$ cat src/rtl/mem_arbiter_if.sv
// Bus interface for mem_arbiter: both requester ports, the burst lock, the
// read-data return path, the core stall indication and the shared ram port.
// The slave modport is the arbiter's view; master is the environment's view
// (requesters plus the ram).
interface mem_arbiter_if #(
  parameter int DW = 32
);
  // Port 0: CPU load/store path
  logic          req0;
  logic          we0;
  logic [DW-1:0] addr0;
  logic [DW-1:0] wd0;
  logic          sel0;
  logic          gnt0;
  logic [DW-1:0] rdata0;
  logic          rvalid0;
  logic          stall0;

  // Port 1: program/debug loader
  logic          req1;
  logic          we1;
  logic [DW-1:0] addr1;
  logic [DW-1:0] wd1;
  logic          sel1;
  logic          lock1;
  logic          gnt1;
  logic [DW-1:0] rdata1;
  logic          rvalid1;

  // Shared ram port
  logic          ram_we;
  logic [DW-1:0] ram_a;
  logic [DW-1:0] ram_wd;
  logic          ram_sel;
  logic [DW-1:0] ram_rd;

  // Port-0 stall statistics
  logic [15:0]   stall_cnt;

  modport slave (
    input  req0, we0, addr0, wd0, sel0,
    input  req1, we1, addr1, wd1, sel1, lock1,
    input  ram_rd,
    output gnt0, rdata0, rvalid0, stall0,
    output gnt1, rdata1, rvalid1,
    output ram_we, ram_a, ram_wd, ram_sel,
    output stall_cnt
  );

  modport master (
    output req0, we0, addr0, wd0, sel0,
    output req1, we1, addr1, wd1, sel1, lock1,
    output ram_rd,
    input  gnt0, rdata0, rvalid0, stall0,
    input  gnt1, rdata1, rvalid1,
    input  ram_we, ram_a, ram_wd, ram_sel,
    input  stall_cnt
  );
endinterface

$ cat src/rtl/mem_arbiter.sv
// mem_arbiter: shares the single data ram between the CPU load/store path
// (port 0) and the program/debug loader (port 1). A three-state grant FSM
// (IDLE/G0/G1) gives one access per cycle with round-robin fairness; port 1
// may hold the ram for a bounded burst while asserting lock1. Read data is
// registered back to the winning port with a one-cycle rvalid pulse.
// Optional feature: define MEM_ARB_STALL_CNT_EN to build a saturating
// counter of port-0 stall cycles on stall_cnt; otherwise stall_cnt is 0.
// Reset (rst) is synchronous and active-low.
module mem_arbiter #(
  parameter int DW        = 32,
  parameter int MAX_BURST = 8
) (
  input  logic          clk,
  input  logic          rst,
  mem_arbiter_if.slave  bus
);

  localparam int             BW          = $clog2(MAX_BURST + 1);
  localparam logic [BW-1:0]  BURST_LIMIT = BW'(MAX_BURST - 1);

  typedef enum logic [1:0] {
    IDLE = 2'd0,
    G0   = 2'd1,
    G1   = 2'd2
  } state_t;

  state_t        state;
  state_t        next_state;
  logic          last;       // last granted port: 0 or 1
  logic          last_eff;   // last granted port including the current grant
  logic [BW-1:0] burst_cnt;

  logic          gnt0_q;
  logic          gnt1_q;
  logic          rvalid0_q;
  logic          rvalid1_q;
  logic [DW-1:0] rdata0_q;
  logic [DW-1:0] rdata1_q;

  // Next-grant decision from the requests presented at this edge.
  // NOTE: every always_comb output gets a default first so no path can leave it
  // unassigned and infer a latch.
  always_comb begin
    next_state = IDLE;
    // While a grant is in progress, that grant is the most recent one even
    // though `last` is only written on the edge leaving it.
    last_eff = last;
    if (state == G0) last_eff = 1'b0;
    if (state == G1) last_eff = 1'b1;

    if (bus.req0 && bus.req1) begin
      if (state == G1) begin
        next_state = (bus.lock1 && (burst_cnt < BURST_LIMIT)) ? G1 : G0;
      end else begin
        next_state = last_eff ? G0 : G1;
      end
    end else if (bus.req0) begin
      next_state = G0;
    end else if (bus.req1) begin
      next_state = G1;
    end
  end

  // Grant FSM with registered grant, read-data and rvalid outputs.
  // NOTE: sequential state uses non-blocking assignments so every register
  // samples pre-edge values regardless of statement order.
  always_ff @(posedge clk) begin
    if (!rst) begin
      state     <= IDLE;
      last      <= 1'b1;
      burst_cnt <= '0;
      gnt0_q    <= 1'b0;
      gnt1_q    <= 1'b0;
      rvalid0_q <= 1'b0;
      rvalid1_q <= 1'b0;
      rdata0_q  <= '0;
      rdata1_q  <= '0;
    end else begin
      state  <= next_state;
      gnt0_q <= (next_state == G0);
      gnt1_q <= (next_state == G1);

      if (state == G0) last <= 1'b0;
      if (state == G1) last <= 1'b1;

      // Burst length counts retained port-1 grants while port 0 is waiting.
      if (next_state != G1) begin
        burst_cnt <= '0;
      end else if (state == G1 && bus.req0) begin
        burst_cnt <= burst_cnt + BW'(1);
      end

      // Read completion: capture the ram at the end of the grant cycle.
      rvalid0_q <= (state == G0) && !bus.we0;
      rvalid1_q <= (state == G1) && !bus.we1;
      if (state == G0 && !bus.we0) rdata0_q <= bus.ram_rd;
      if (state == G1 && !bus.we1) rdata1_q <= bus.ram_rd;
    end
  end

  // Ram port mux: the granted port drives the ram; writes are blocked in reset.
  always_comb begin
    bus.ram_we  = 1'b0;
    bus.ram_a   = '0;
    bus.ram_wd  = '0;
    bus.ram_sel = 1'b0;
    case (state)
      G0: begin
        bus.ram_we  = bus.we0 & rst;
        bus.ram_a   = bus.addr0;
        bus.ram_wd  = bus.wd0;
        bus.ram_sel = bus.sel0;
      end
      G1: begin
        bus.ram_we  = bus.we1 & rst;
        bus.ram_a   = bus.addr1;
        bus.ram_wd  = bus.wd1;
        bus.ram_sel = bus.sel1;
      end
      default: ;
    endcase
  end

  assign bus.gnt0    = gnt0_q;
  assign bus.gnt1    = gnt1_q;
  assign bus.rvalid0 = rvalid0_q;
  assign bus.rvalid1 = rvalid1_q;
  assign bus.rdata0  = rdata0_q;
  assign bus.rdata1  = rdata1_q;
  assign bus.stall0  = bus.req0 & ~gnt0_q;

`ifdef MEM_ARB_STALL_CNT_EN
  logic [15:0] stall_cnt_q;

  // Saturating count of cycles in which port 0 waits for the ram.
  always_ff @(posedge clk) begin
    if (!rst) begin
      stall_cnt_q <= '0;
    end else if (bus.stall0 && stall_cnt_q != 16'hFFFF) begin
      stall_cnt_q <= stall_cnt_q + 16'd1;
    end
  end

  assign bus.stall_cnt = stall_cnt_q;
`else
  assign bus.stall_cnt = 16'h0000;
`endif

endmodule

$ cat src/flat_wrapper.sv
// flat-port wrapper written by rule: the top's interface ports become plain ports
module mem_arbiter_flat 
#(
  parameter int DW        = 32,
  parameter int MAX_BURST = 8
)
  (clk, rst, bus_req0, bus_we0, bus_addr0, bus_wd0, bus_sel0, bus_req1, bus_we1, bus_addr1, bus_wd1, bus_sel1, bus_lock1, bus_ram_rd, bus_gnt0, bus_rdata0, bus_rvalid0, bus_stall0, bus_gnt1, bus_rdata1, bus_rvalid1, bus_ram_we, bus_ram_a, bus_ram_wd, bus_ram_sel, bus_stall_cnt);
  mem_arbiter_if #(.DW(DW)) bus_i ();
  input  logic clk;
  input  logic rst;
  input wire logic [$bits(bus_i.req0)-1:0] bus_req0;
  input wire logic [$bits(bus_i.we0)-1:0] bus_we0;
  input wire logic [$bits(bus_i.addr0)-1:0] bus_addr0;
  input wire logic [$bits(bus_i.wd0)-1:0] bus_wd0;
  input wire logic [$bits(bus_i.sel0)-1:0] bus_sel0;
  input wire logic [$bits(bus_i.req1)-1:0] bus_req1;
  input wire logic [$bits(bus_i.we1)-1:0] bus_we1;
  input wire logic [$bits(bus_i.addr1)-1:0] bus_addr1;
  input wire logic [$bits(bus_i.wd1)-1:0] bus_wd1;
  input wire logic [$bits(bus_i.sel1)-1:0] bus_sel1;
  input wire logic [$bits(bus_i.lock1)-1:0] bus_lock1;
  input wire logic [$bits(bus_i.ram_rd)-1:0] bus_ram_rd;
  output wire logic [$bits(bus_i.gnt0)-1:0] bus_gnt0;
  output wire logic [$bits(bus_i.rdata0)-1:0] bus_rdata0;
  output wire logic [$bits(bus_i.rvalid0)-1:0] bus_rvalid0;
  output wire logic [$bits(bus_i.stall0)-1:0] bus_stall0;
  output wire logic [$bits(bus_i.gnt1)-1:0] bus_gnt1;
  output wire logic [$bits(bus_i.rdata1)-1:0] bus_rdata1;
  output wire logic [$bits(bus_i.rvalid1)-1:0] bus_rvalid1;
  output wire logic [$bits(bus_i.ram_we)-1:0] bus_ram_we;
  output wire logic [$bits(bus_i.ram_a)-1:0] bus_ram_a;
  output wire logic [$bits(bus_i.ram_wd)-1:0] bus_ram_wd;
  output wire logic [$bits(bus_i.ram_sel)-1:0] bus_ram_sel;
  output wire logic [$bits(bus_i.stall_cnt)-1:0] bus_stall_cnt;
  assign bus_i.req0 = bus_req0;
  assign bus_i.we0 = bus_we0;
  assign bus_i.addr0 = bus_addr0;
  assign bus_i.wd0 = bus_wd0;
  assign bus_i.sel0 = bus_sel0;
  assign bus_i.req1 = bus_req1;
  assign bus_i.we1 = bus_we1;
  assign bus_i.addr1 = bus_addr1;
  assign bus_i.wd1 = bus_wd1;
  assign bus_i.sel1 = bus_sel1;
  assign bus_i.lock1 = bus_lock1;
  assign bus_i.ram_rd = bus_ram_rd;
  assign bus_gnt0 = bus_i.gnt0;
  assign bus_rdata0 = bus_i.rdata0;
  assign bus_rvalid0 = bus_i.rvalid0;
  assign bus_stall0 = bus_i.stall0;
  assign bus_gnt1 = bus_i.gnt1;
  assign bus_rdata1 = bus_i.rdata1;
  assign bus_rvalid1 = bus_i.rvalid1;
  assign bus_ram_we = bus_i.ram_we;
  assign bus_ram_a = bus_i.ram_a;
  assign bus_ram_wd = bus_i.ram_wd;
  assign bus_ram_sel = bus_i.ram_sel;
  assign bus_stall_cnt = bus_i.stall_cnt;
  mem_arbiter #(.DW(DW), .MAX_BURST(MAX_BURST)) u_core (.clk(clk), .rst(rst), .bus(bus_i));
endmodule
$ cat config.mk
export PLATFORM = sky130hd
export DESIGN_NAME = mem_arbiter_flat
export DESIGN_NICKNAME = d
export VERILOG_FILES = /design/src/rtl/mem_arbiter_if.sv /design/src/rtl/mem_arbiter.sv /design/src/flat_wrapper.sv
export SDC_FILE = /design/constraint.sdc
export NUM_CORES = 1
export LEC_CHECK = 0
export CORE_AREA = 5 5 121 123
export DETAILED_ROUTE_END_ITERATION = 12
export DIE_AREA = 0 0 126 128
export PLACE_DENSITY_LB_ADDON = 0.2
export SETUP_SLACK_MARGIN = 0.4
export SKIP_CTS_REPAIR_TIMING = 1
export SYNTH_ARGS = -nofsm -noshare
export SYNTH_HDL_FRONTEND = slang
export SYNTH_SLANG_ARGS = --single-unit
$ cat constraint.sdc
create_clock -name clk -period 2.25 [get_ports clk]
set_input_delay 0.3375 -clock clk [delete_from_list [all_inputs] [get_ports clk]]
set_output_delay 0.3375 -clock clk [all_outputs]
set_load 0.02 [all_outputs]
==> results of run 1 <==
[per-stage QoR]
stage                     power [mW]  utilization (%)  area, µm²  worst slack (ns)  TNS [ns]
after floorplan                 1.84                -       3550             0.445         0
after global placement          2.37             49.0       6650            0.0313         0
after detailed placement        2.38             49.0       6650            0.0551         0
after CTS                       3.83             51.3       6950            -0.213     -9.86
after global routing            4.05             51.5       6990             0.255         0
final                           3.88             51.5       6990             0.331         0
[per-layer routing]
| layer | GRT usage, % | vias up |
|---|---|---|
| li1 | - | 2064 |
| met1 | 19.2 | 1980 |
| met2 | 29.9 | 219 |
| met3 | 6.42 | 27 |
| met4 | 6.37 | 0 |
| met5 | 0 | - |
[logic make-up after synthesis]
kind of cell             Yosys count
buffers and inverters             61
AND/OR/NAND/NOR                  152
flip-flops                        75
adder cells (fa/ha/maj)            3
AO/OA/AOI/OAI                    135
other                              1
XOR/XNOR                           3
[cell usage in the layout (no fill, tap or decap), drive strengths merged, types with 7 or more instances in the layout]
| cell type | n |
|---|---|
| a21oi | 36 |
| a22o | 32 |
| a22oi | 65 |
| buf | 35 |
| clkbuf | 65 |
| clkdlybuf4s50 | 236 |
| conb | 16 |
| dfxtp | 75 |
| inv | 7 |
| nand2 | 69 |
| nor2 | 73 |
[state kept, by name (all words and copies together), names as in the netlist]
name,count
u_core.bus.gnt1,1
u_core.state,2
u_core.bus.rvalid1,1
u_core.bus.gnt0,1
u_core.last,1
u_core.burst_cnt,4
u_core.bus.rdata0,32
u_core.bus.rvalid0,1
u_core.bus.rdata1,32
[cell type report]
type | count | area, µm²
clock buffers | 10 | 239
clock inverters | 6 | 63.8
fillers | 1310 | 6570
inverters | 6 | 22.5
multi-input cells | 309 | 1850
flip-flops and latches | 75 | 1500
well taps | 180 | 225
repair buffers | 327 | 3080
[power by group]
part	total, mW	leakage (nW)	switching [mW]	internal (mW)
Sequential	1.39	0.609	0.0221	1.37
Combinational	1.05	1.95	0.501	0.550
Clock	1.43	0.145	0.547	0.888
Total	3.88	2.70	1.07	2.81
[how the worst min path moves through the flow]
stage	cells past startpoint	from	slack [ns]	end
2_1_floorplan	1	rst	0.40	u_core.last
3_3_place_gp	2	u_core.bus.rdata0[18]	0.44	u_core.bus.rdata0[18]
3_5_place_dp	2	u_core.bus.rdata0[31]	0.45	u_core.bus.rdata0[31]
4_1_cts	2	u_core.bus.rdata0[31]	0.45	u_core.bus.rdata0[31]
5_1_grt	2	u_core.bus.rdata0[12]	0.47	u_core.bus.rdata0[12]
6_report	2	u_core.bus.rdata0[5]	0.45	u_core.bus.rdata0[5]
[worst max-delay path, cell delays in order (launching register included)]
cell and delay, ns:
dfxtp_2 0.33, inv_2 0.06, ha_4 0.22, buf_8 0.21
a22oi_1 0.11, nor2_1 0.12, clkbuf_2 0.19
==> results.toml, run 1 <==
[die]
io_pins = 320
core_area_mm2 = 0.0136
die_w_um = 126
die_y_um = 128
fp.dieArea_mm2 = 0.0161
initial_core_util_pct = 25.7
rows = 43

[worst_hold_path]
min_path_type = "reg -> reg"

[timing]
fin_skew_ns = 0.00710
maxSlewViolCount = 0
setup_viol = 0
finalCritPeriodShare_pct = 85.3
timing.hold.ws_ns = 0.452
max_freq_mhz = 521
hold_violations = 0
grt_setup_unrepaired = "true"
period_minus_slack_ns = 1.92

[drt]
wl_per_cell_um = 18.0
wl_met1_um = 6280
top_layer = "met4"
first_pass_iters = 5
drtAntennaViolNets = 0
drt_iter0_markers = 182
drc = 0
wl_met2_um = 8170
wl_um = 16400
viasPerCell = 4.70
dr_total_vias = 4290
met3_length_um = 1600

[global_route]
grt_overflow_total = 0
grt_use_total_pct = 17.2
grt_first_pass_wirelength_um = 22300
grt_pass1_vias = 4228
antenna_found_initial = 0
grt_max_degree = 68

[critical_path]
worstRegToRegCells = 7
critPathArrivalTime_ns = 1.58
crit_path_end = "bus_ram_wd[10]"
cp-start-kind = "flop"
cp-end-kind = "output port"
crit_type = "reg -> out"
r2r-end = "u_core.burst_cnt[1]"
r2r_slack_ns = 0.60
crit_fanout = 16
crit_start = "u_core.state[1]"
reg2reg_from = "u_core.state[0]"
cp.required_ns = 1.91

[synthesis]
yosys.area.top_type = "dfxtp_1"
netlist.area_leader.share_pct = 43.1
yosys.area_share.simple_pct = 17.1
ys_types = 26
synth_seq_cells = 75
synthCells = 430
yosys.cell_count.top_type = "dfxtp_1"
synth_seq_area_share_pct = 43.1
synth_edf_count = 0
syn_area_per_cell_um2 = 8.11
synth_ff_type = "dfxtp_1"
synth_fa_ha_area_share_pct = 1.08
synth.mux.area_fraction_pct = 0
synth_xor_area_share_pct = 0.753
synth_top_family_by_area = "compound AO/OA/AOI/OAI gates"
synth_area_leaders = "dfxtp_1, a22oi_1, a22o_1"
synth_warnings = 0
synth_compound_area_share_pct = 28.0
synth-async-reset-ratio_pct = 0
synth_area_mm2 = 0.00349
synth_commonest_cells = "dfxtp_1, nor2_1, nand2_1, a22oi_1, a21oi_1"

[cts]
htree_levels = 3
path_clk_slew_ns = 0.06
cts.sinks = 75
cts_tree = "built"
numCtsBuffers = 9
clockRootBuffer = "clkbuf_16"
clk_latency_ns = 0.33
clockBufferDepth = 2

[placed_design]
gp_congestion = 0.899
post-place-cells = 887
io_buffer_count = 303
dp_hpwl_um = 11800

[pwr]
p_leak_nw = 2.70
powerDensity_mw_per_mm2 = 555
ir_drop_mv = 0.382

[flow_run]
cap_violations = 0

[final_layout]
layout.cells.non_filler = 913
fin_nets = 900
drive_gt1_share_pct = 19.1
area_growth_syn_to_layout_pct = 100
diodes = 0

[status]
status = "finished clean"
Note: power is estimated with default switching activity, not from simulation.
==> inputs of run 2 (changes only) <==
--- a/config.mk
+++ b/config.mk
@@ -5,9 +5,11 @@
 export SDC_FILE = /design/constraint.sdc
 export NUM_CORES = 1
 export LEC_CHECK = 0
-export CORE_AREA = 5 5 121 123
+export CELL_PAD_IN_SITES_DETAIL_PLACEMENT = 1
+export CELL_PAD_IN_SITES_GLOBAL_PLACEMENT = 1
+export CORE_MARGIN = 5
+export CORE_UTILIZATION = 22
 export DETAILED_ROUTE_END_ITERATION = 12
-export DIE_AREA = 0 0 126 128
 export PLACE_DENSITY_LB_ADDON = 0.2
 export SETUP_SLACK_MARGIN = 0.4
 export SKIP_CTS_REPAIR_TIMING = 1
==> run 2 against run 1 <==
Compared with the run above: fmax down 4.3%; flip-flop and latch count unchanged; critical path depth up 1; setup slack worse by 0.087 ns; non-clock buffer count down 3; via count up 0.58%; final cell count up 3.6%; critical path type unchanged; register-to-register slack worse by 0.22 ns; critical endpoint is now bus_ram_we; cell area up 2.5%; power up 2.8%; wire length up 13%; hold slack better by 0.0012 ns.
==> results.toml, run 2 (same netlist as run 1, synthesis figures left out) <==
[cts]
numCtsBuffers = 9
clockRootBuffer = "clkbuf_16"
clockBufferDepth = 2
path_clk_slew_ns = 0.06
clk_latency_ns = 0.33
htree_levels = 3
cts_tree = "built"
cts.sinks = 75

[global_route]
grt_overflow_total = 0
antenna_found_initial = 0
grt_max_degree = 67
grt_first_pass_wirelength_um = 25800
grt_use_total_pct = 18.2
grt_pass1_vias = 4632

[die]
fp.dieArea_mm2 = 0.0185
rows = 46
die_y_um = 136
die_w_um = 136
core_area_mm2 = 0.0157
initial_core_util_pct = 22.2
io_pins = 320

[flow_run]
cap_violations = 0

[drt]
dr_total_vias = 4315
wl_um = 18600
drtAntennaViolNets = 0
drc = 0
wl_per_cell_um = 19.7
first_pass_iters = 4
drt_iter0_markers = 117
viasPerCell = 4.56

[timing]
grt_setup_unrepaired = "true"
timing.hold.ws_ns = 0.453
setup_viol = 0
fin_skew_ns = 0.00778
finalCritPeriodShare_pct = 89.1
hold_violations = 0
period_minus_slack_ns = 2.01
max_freq_mhz = 499
worst_slack_ns = 0.244
maxSlewViolCount = 0

[pwr]
switchingPower_mw = 1.09
combPwrFrac_pct = 26.5
internal_power_mw = 2.90
seq_power_share_pct = 34.9
powerDensity_mw_per_mm2 = 556
ir_drop_mv = 0.299
clkPwrFrac_pct = 38.5
switching_share_pct = 27.4
p_leak_nw = 2.74

[final_layout]
final_common_cell = "clkdlybuf4s50_1"
layout_common_cells = "clkdlybuf4s50_1, dfxtp_1, nor2_1"
fill_cells = 1853
diodes = 0
area_growth_syn_to_layout_pct = 105
fin_nets = 897
utilization_pct = 45.6
layout.cells.non_filler = 946
drive_gt1_share_pct = 20.0
multi_input_area_mm2 = 0.00190
seqCellArea_mm2 = 0.00150

[critical_path]
cp-end-kind = "output port"
crit_type = "reg -> out"
crit_fanout = 8
cp.required_ns = 1.91
r2r_slack_ns = 0.38
critPathArrivalTime_ns = 1.67
cp-start-kind = "flop"
reg2reg_from = "u_core.state[0]"
crit_start = "u_core.state[0]"

[status]
status = "finished clean"

[placed_design]
gp_congestion = 0.797
io_buffer_count = 303
post-place-cells = 920
dp_hpwl_um = 14000
preCtsSetupSlack_ns = 0.0959

[worst_hold_path]
hp-start = "u_core.bus.rdata0[8]"
min_path_type = "reg -> reg"
## run 2: changes by cell type in the layout (fill, tap and decap cells not counted), moves of 2 or more
| cell | before | now |
|---|---|---|
| clkbuf_4 | 1 | 3 |
| a22oi_2 | 19 | 29 |
| buf_2 | 13 | 21 |
| buf_4 | 13 | 19 |
| clkbuf_2 | 48 | 25 |
| buf_6 | 4 | 2 |
| a22oi_1 | 46 | 36 |
| buf_12 | 3 | 11 |
## run 2: path summary, 6_finish.rpt
kind / cells after the start / to
max: 7 / bus_ram_we
min: 2 / u_core.bus.rdata0[8]
max reg2reg: 8 / u_core.state[1]
min reg2reg: 2 / u_core.bus.rdata0[8]
## run 2: stage by stage
| stage | cell area, µm² | TNS [ns] | total power, mW |
|---|---|---|---|
| floorplan | 3550 | 0 | 1.84 |
| global placement | 6710 | 0 | 2.39 |
| detailed placement | 6710 | 0 | 2.41 |
| CTS | 7020 | -8.94 | 3.97 |
| global route | 7160 | 0 | 4.15 |
| finish | 7160 | 0 | 3.99 |
## run 2: area by class of cell
class,instances,area share [%]
clock buffers,10,3.20
clock inverters,6,1.24
flip-flops and latches,75,21.0
repair buffers,324,44.0
multi-input cells,309,26.5
inverters,6,0.314
well taps,216,3.77
## run 2: worst max-delay path, stage by stage, from the launching register on
cell	delay [ns]
dfxtp_2	0.34
inv_2	0.05
ha_4	0.20
buf_12	0.16
nand2b_4	0.07
and2_4	0.15
nor3b_4	0.23
buf_12	0.15
## run 2: power groups by stage
| stage | Combinational [mW] | Sequential (mW) | Clock [mW] |
|---|---|---|---|
| finish | 1.06 | 1.39 | 1.54 |
| global route | 1.13 | 1.40 | 1.63 |
| CTS | 0.994 | 1.39 | 1.58 |
| detailed placement | 0.987 | 1.42 | 0 |
| global placement | 0.974 | 1.42 | 0 |
| floorplan | 0.370 | 1.46 | 0 |
## run 2: per-layer routing
metal | GRT usage (%) | vias to the layer above | routed length, µm
met5 | 0 | - | 0
met4 | 5.54 | 0 | 364
met3 | 7.70 | 21 | 1760
met2 | 35.0 | 175 | 10100
met1 | 17.3 | 2067 | 6370
li1 | - | 2052 | -
==> inputs of run 3 (changes only) <==
--- a/config.mk
+++ b/config.mk
@@ -8,7 +8,7 @@
 export CELL_PAD_IN_SITES_DETAIL_PLACEMENT = 1
 export CELL_PAD_IN_SITES_GLOBAL_PLACEMENT = 1
 export CORE_MARGIN = 5
-export CORE_UTILIZATION = 22
+export CORE_UTILIZATION = 18
 export DETAILED_ROUTE_END_ITERATION = 12
 export PLACE_DENSITY_LB_ADDON = 0.2
 export SETUP_SLACK_MARGIN = 0.4
==> constraint.sdc (replaced) <==
create_clock -name clk -period 1.7 [get_ports clk]
set_input_delay 0.255 -clock clk [delete_from_list [all_inputs] [get_ports clk]]
set_output_delay 0.255 -clock clk [all_outputs]
set_load 0.02 [all_outputs]
==> run 3 against run 2 <==
Compared with the run above: the run now ends with setup timing left; die area rose by 21%; sequential power up 32%; flip-flop and latch count stayed put; setup slack got worse by 0.42 ns; non-clock buffer count rose by 28; clock power increased by 45%; combinational power rose by 56%; hold slack worse by 0.0028 ns; wire length grew 12%; via count up 3.4%; clock-buffer cell count stayed put; register-to-register slack got worse by 0.35 ns; critical path type unchanged; largest power group unchanged.
==> results.toml, run 3 (same netlist as run 1, synthesis figures left out) <==
[status]
status = "finished with violations"
violations = "setup timing"

[pwr]
switching_share_pct = 27.5
internal_power_mw = 4.16
switchingPower_mw = 1.58
p_leak_nw = 4.20
combPwrFrac_pct = 28.8
seq_power_share_pct = 32.2
ir_drop_mv = 0.636
clkPwrFrac_pct = 39.0
powerDensity_mw_per_mm2 = 699

[timing]
period_minus_slack_ns = 1.88
maxSlewViolCount = 0
timing.hold.ws_ns = 0.451
max_freq_mhz = 533
worst_slack_ns = -0.177
hold_violations = 0
setup_viol = 66
finalCritPeriodShare_pct = 110
grt_setup_unrepaired = "true"
fin_skew_ns = 0.00773

[critical_path]
r2r-end = "u_core.bus.gnt0"
reg2reg_from = "u_core.state[0]"
cp.required_ns = 1.44
critPathArrivalTime_ns = 1.62
cp-start-kind = "flop"
worstRegToRegCells = 9
crit_type = "reg -> out"
crit_fanout = 6
r2r_slack_ns = 0.03
cp-end-kind = "output port"

[die]
die_w_um = 149
fp.dieArea_mm2 = 0.0223
core_area_mm2 = 0.0193
initial_core_util_pct = 18.1
rows = 51
io_pins = 320
die_y_um = 149

[placed_design]
dp_hpwl_um = 15500
preCtsSetupSlack_ns = -0.289
gp_congestion = 0.817
io_buffer_count = 303

[worst_hold_path]
min_to = "u_core.bus.rdata0[23]"
min_path_type = "reg -> reg"
holdPathStages = 2
hp-start = "u_core.bus.rdata0[23]"

[final_layout]
area_growth_syn_to_layout_pct = 135
drive_gt1_share_pct = 34.3
final_common_cell = "clkdlybuf4s50_1"
layout_common_cells = "clkdlybuf4s50_1, dfxtp_1, dlymetal6s2s_1"
fin_nets = 925

[drt]
drc = 0
wl_per_cell_um = 20.4
viasPerCell = 4.36
first_pass_iters = 4
drtAntennaViolNets = 0
wl_um = 20800
drt_iter0_markers = 117
dr_total_vias = 4461

[global_route]
grt_overflow_total = 0
grt_pass1_vias = 4504
grt_max_degree = 36
antenna_found_initial = 1
grt_use_met3_pct = 4.92
grt_first_pass_wirelength_um = 27100
grt_use_total_pct = 15.9
grt_use_met2_pct = 29.5
grt_use_met1_pct = 17.0
busiest_layer = "met2"

[flow_run]
cap_violations = 0

[cts]
cts.sinks = 75
clockBufferDepth = 2
path_clk_slew_ns = 0.06
clockRootBuffer = "clkbuf_16"
cts_tree = "built"
clk_latency_ns = 0.34
numCtsBuffers = 9
htree_levels = 3
## run 3: cell count changes in the layout (fill, tap and decap cells not counted), sizes merged, moves of 2 or more
| cell | previous run | this run |
|---|---|---|
| clkbuf | 43 | 36 |
| dlymetal6s2s | 2 | 70 |
| clkinvlp | 2 | 0 |
| clkdlybuf4s50 | 236 | 169 |
| buf | 53 | 87 |
## run 3: area by class of cell
class                   instances  area, µm²
multi-input cells             309       2210
clock inverters                 5        108
fillers                      2188      11100
flip-flops and latches         75       1500
inverters                       6       22.5
repair buffers                352       3780
clock buffers                  10        239
well taps                     265        332
diodes                          1       2.50
## run 3: how the worst max path moves through the flow
| stage | start | to | cells past startpoint |
|---|---|---|---|
| 2_1_floorplan | u_core.state[0] | bus_ram_we | 8 |
| 3_3_place_gp | u_core.state[1] | bus_ram_wd[20] | 6 |
| 3_5_place_dp | u_core.state[1] | bus_ram_wd[20] | 6 |
| 4_1_cts | u_core.state[1] | bus_ram_wd[20] | 6 |
| 5_1_grt | u_core.state[0] | bus_ram_we | 7 |
| 6_report | u_core.state[1] | bus_ram_a[29] | 7 |
## run 3: worst max-delay path, cell delays in order (launching register included)
cell and delay [ns]:
dfxtp_2 0.36, inv_2 0.05, ha_4 0.21, buf_12 0.15, buf_6 0.12, a22oi_2 0.22
nor2_4 0.04, buf_6 0.13
## run 3: layer usage
layer  up-vias  part of all wire [%]
met3        25                   7.8
li1       2117                     -
met4         0                   2.1
met1      2141                    37
met2       178                    53
met5         -                     0
## run 3: power by group through the flow
| stage | clock network [mW] | logic (mW) | registers, mW |
|---|---|---|---|
| floorplan | 0 | 0.611 | 1.94 |
| global placement | 0 | 1.47 | 1.88 |
| detailed placement | 0 | 1.48 | 1.88 |
| CTS | 2.30 | 1.49 | 1.84 |
| global route | 2.37 | 1.75 | 1.85 |
| finish | 2.24 | 1.65 | 1.84 |
## run 3: through the flow
stage	setup TNS (ns)	utilization (%)	instances	total power [mW]	area, µm²
detailed placement	-13.82	37.2	986	3.37	7170
floorplan	0	-	445	2.55	3850
global placement	-13.17	37.2	986	3.34	7170
global route	-12.84	42.5	1022	5.96	8200
finish	-8.02	42.5	1023	5.73	8200
CTS	-38.49	39.0	1001	5.63	7520
